[config.mk]
export PLATFORM = sky130hd
export DESIGN_NAME = narrow_64_to_32
export DESIGN_NICKNAME = d
export VERILOG_FILES = /design/src/rtl/narrow_64_to_32.sv
export SDC_FILE = /design/constraint.sdc
export NUM_CORES = 1
export LEC_CHECK = 0
export BUFFER_PORTS_ARGS = -buffer_cell sky130_fd_sc_hd__clkbuf_2
export CORE_UTILIZATION = 40
export DETAILED_ROUTE_END_ITERATION = 12
export SLEW_MARGIN = 0
export SYNTH_ARGS = -nofsm -noshare
export SYNTH_HDL_FRONTEND = slang
export SYNTH_SLANG_ARGS = --single-unit
[constraint.sdc]
create_clock -name clock -period 2.3 [get_ports clock]
set_input_delay 0.345 -clock clock [delete_from_list [all_inputs] [get_ports clock]]
set_output_delay 0.345 -clock clock [all_outputs]
set_load 0.01 [all_outputs]
[src/rtl/narrow_64_to_32.sv]
// Width converter: registers each accepted 64-bit word and replays it as two
// 32-bit beats. HIGH_FIRST selects which half is sent first.
module narrow_64_to_32 #(
    parameter bit HIGH_FIRST = 1'b0
) (
    input  logic        clock,
    input  logic        reset,
    input  logic        io_enq_valid,
    input  logic [63:0] io_enq_bits_data,
    output logic        io_enq_ready,
    input  logic        io_deq_ready,
    output logic        io_deq_valid,
    output logic [31:0] io_deq_bits_data,
    output logic        io_deq_bits_last
);

    typedef enum logic [1:0] {
        EMPTY  = 2'd0,
        FIRST  = 2'd1,
        SECOND = 2'd2
    } state_t;

    state_t      r_state;
    state_t      w_nextState;
    logic [63:0] r_holdData;
    logic        w_enqFire;
    logic        w_deqFire;
    logic [31:0] w_firstHalf;
    logic [31:0] w_secondHalf;

    assign w_enqFire    = io_enq_valid & io_enq_ready;
    assign w_deqFire    = io_deq_valid & io_deq_ready;
    assign w_firstHalf  = HIGH_FIRST ? r_holdData[63:32] : r_holdData[31:0];
    assign w_secondHalf = HIGH_FIRST ? r_holdData[31:0]  : r_holdData[63:32];

    always_ff @(posedge clock or negedge reset) begin
        if (!reset) begin
            r_state <= EMPTY;
        end else begin
            r_state <= w_nextState;
        end
    end

    always_ff @(posedge clock or negedge reset) begin
        if (!reset) begin
            r_holdData <= 64'd0;
        end else if (w_enqFire) begin
            r_holdData <= io_enq_bits_data;
        end
    end

    // A new word may be taken while the second beat leaves, keeping one beat per cycle.
    always_comb begin
        w_nextState = r_state;
        case (r_state)
            EMPTY: begin
                if (w_enqFire) w_nextState = FIRST;
            end
            FIRST: begin
                if (w_deqFire) w_nextState = SECOND;
            end
            SECOND: begin
                if (w_deqFire && w_enqFire)      w_nextState = FIRST;
                else if (w_deqFire)              w_nextState = EMPTY;
            end
            default: w_nextState = EMPTY;
        endcase
    end

    always_comb begin
        io_enq_ready     = 1'b0;
        io_deq_valid     = 1'b0;
        io_deq_bits_data = 32'd0;
        io_deq_bits_last = 1'b0;
        case (r_state)
            EMPTY: begin
                io_enq_ready = reset;
            end
            FIRST: begin
                io_deq_valid     = 1'b1;
                io_deq_bits_data = w_firstHalf;
            end
            SECOND: begin
                io_enq_ready     = reset & io_deq_ready;
                io_deq_valid     = 1'b1;
                io_deq_bits_data = w_secondHalf;
                io_deq_bits_last = 1'b1;
            end
            default: begin
                io_enq_ready = 1'b0;
            end
        endcase
    end

endmodule

==> flow_summary.yaml <==
clock_tree:
  root_buffer: "clkbuf_8"
  clockBufferDepth: 2
  clock_sinks: 66
  clkTransAtPathRegs_ps: 70
  clk_latency_ps: 340
  cts_resized: 0
  cts_tree: "done"
  cts_setup_buffers: 0
  cts_buffers: 9
  cts_max_level: 3
  holdBufCountCts: 0
synthesis:
  synth.net_count: 301
  async_reset_ff_share_pct: 100.0
  synth_flop_cell: "dfrtp_1"
  ys_warn_count: 0
  seq_area_frac_synth_pct: 49.83
  ys_top_cells_by_area: "dfrtp_1 (50%), mux2_4 (27%), a22oi_1 (7.2%)"
  mappedNetlistArea_mm2: 0.003314
  synth_most_common_cell: "dfrtp_1"
  yosys.area.top_type: "dfrtp_1"
  yosys-top-cells-count: "dfrtp_1 (66), mux2_4 (60), nor2b_1 (33)"
  synth_cell_types: 17
  ys_seq_elements: 66
  postSynthAreaPerCell_um2: 14.54
  syn_inst: 228
  synth_edf_count: 0
  synth_top_area_share_pct: 49.83
setup_path:
  worst_r2r_path_depth: 6
  regToRegSetupSlack_ps: 480
  critPathLaunchType: "register"
  crit_chain: "inv_1 -> ha_1 -> buf_6 -> a22oi_1 -> nor2b_1 -> clkbuf_2"
  endpoint_kind: "output port"
  r2r_start: "r_state[0]"
  critPathMaxFanout: 23
  path_class: "register to output port"
  required_ps: 1960
  slowest_delay_ps: 410
  cp_data_arrival_time_ps: 1830
  cpMaxStageDelayCell: "dfrtp_1"
  rr_endpoint: "r_state[1]"
finish:
  syn2layout_area_growth_pct: 25.90
  fillers: 687
  multi_input_area_mm2: 0.001541
  stdcell_area_mm2: 0.004173
  antenna_cells: 0
  drive_above_1_share_pct: 57.69
  seqCellArea_mm2: 0.001652
  final_net_count: 406
power:
  p_per_area_mw_per_mm2: 1309
  peakVddDrop_mv: 0.4698
  fin_total_pwr_uw: 5463
  power_leakage_uw: 0.002004
global_routing:
  grt_max_degree: 67
  antenna_found_initial: 0
  globalRouteTotalUtil_pct: 16.77
  grt_overflow: 0
  grt_pass1_wl_um: 11250
  grt_pass1_vias: 2276
drt:
  viasPerCell: 4.880
  drtIter0Drc: 70
  drc: 0
  first_pass_iters: 4
  drt-total-wl_um: 6964
  ant_nets: 0
  dr_total_vias: 2147
  wl_per_cell_um: 15.83
timing:
  period_share_pct: 94.61
  tns_ps: 0
  hold_violations: 0
  period_needed_ps: 2176
  setup_violations: 0
  worst_pin_slew_ps: 828.3
  fmax_mhz: 459.6
  skew_ps: 8.717
  slew-limit-headroom_pct: 44.78
  whs_ps: 222.3
  drv_slew: 0
  rsz0062_at_grt: "false"
die:
  core_area_mm2: 0.007888
  initial_core_util_pct: 42.02
  die_h_um: 93.03
  io-pin-count: 103
  fp-row-count: 32
  die-width_um: 93.03
  die_area_mm2: 0.008654
placed_design:
  gp_congestion: 0.6702
  detailed_place.area_mm2: 0.003929
  hpwl_um: 4620
  port_buffers: 102
worst_hold_path:
  min_path_type: "input pin to async pin"
job:
  cap_violations: 0
run_status:
  status: "completed"
kinds of logic after synthesis:
group,Yosys count,synth area share (%)
simple gates,36,7.173
compound gates,37,8.494
buf+inv,19,3.738
mux,65,28.88
fa+ha+maj,5,1.888
flops,66,49.83
through the flow:
stage                     util (%)  setup slack, ps  instances
after floorplan                  -            503.3        228
after global placement       49.81            484.1        424
after detailed placement     49.81            425.7        424
after CTS                    52.82            30.55        440
after global routing         52.90            5.211        440
final                        52.90            124.0        440
cell usage in the layout, fill, tap and decap left out, drive strengths merged:
master,count
a21oi,2
clkinv,1
nor2b,33
buf,10
clkinvlp,1
a31oi,1
or4,1
nor2,1
clkbuf,113
o21ai,1
mux2,65
bufinv,2
ha,5
inv,2
dfrtp,66
a22oi,32
nand2,1
a2bb2oi,1
worst max-delay path by stage:
stage | startpoint | to | slack [ps] | depth (start not counted)
6_report | r_state[0] | io_deq_bits_data[9] | 120 | 6
5_1_grt | r_state[0] | io_deq_bits_data[26] | 5 | 6
4_1_cts | r_state[0] | io_deq_bits_data[9] | 30 | 6
3_5_place_dp | r_state[0] | io_deq_bits_data[9] | 430 | 6
3_3_place_gp | r_state[0] | io_deq_bits_data[6] | 480 | 6
2_1_floorplan | r_state[0] | io_deq_bits_data[0] | 500 | 6
report_power, final:
group / internal [uW] / switching [uW]
sequential: 1750 / 347
clock: 698 / 437
combinational: 1350 / 882
state kept, by name, summed over array words and instances (netlist names):
signal      cells
r_state         2
r_holdData     64
worst max-delay path, delay by kind of cell, from the launching register on:
family / cells / cell delay (ps)
compound gates: 1 / 120
fa+ha+maj: 1 / 270
buf+inv: 3 / 520
flops: 1 / 410
simple gates: 1 / 160
layout make-up:
type	count	area share, %
Sequential cell	66	39.58
Timing Repair Buffer	111	14.54
Multi-Input combinational cell	143	36.94
Inverter	2	0.1799
Clock inverter	4	1.739
Tap cell	102	3.058
Clock buffer	12	3.958
routing by layer:
metal / wire length, um / GRT usage [%]
met5: 0 / 0
met4: 84 / 6.538
met3: 432 / 4.146
met2: 2994 / 24.63
met1: 3453 / 23.78
Power figures use the tool's default switching activity.
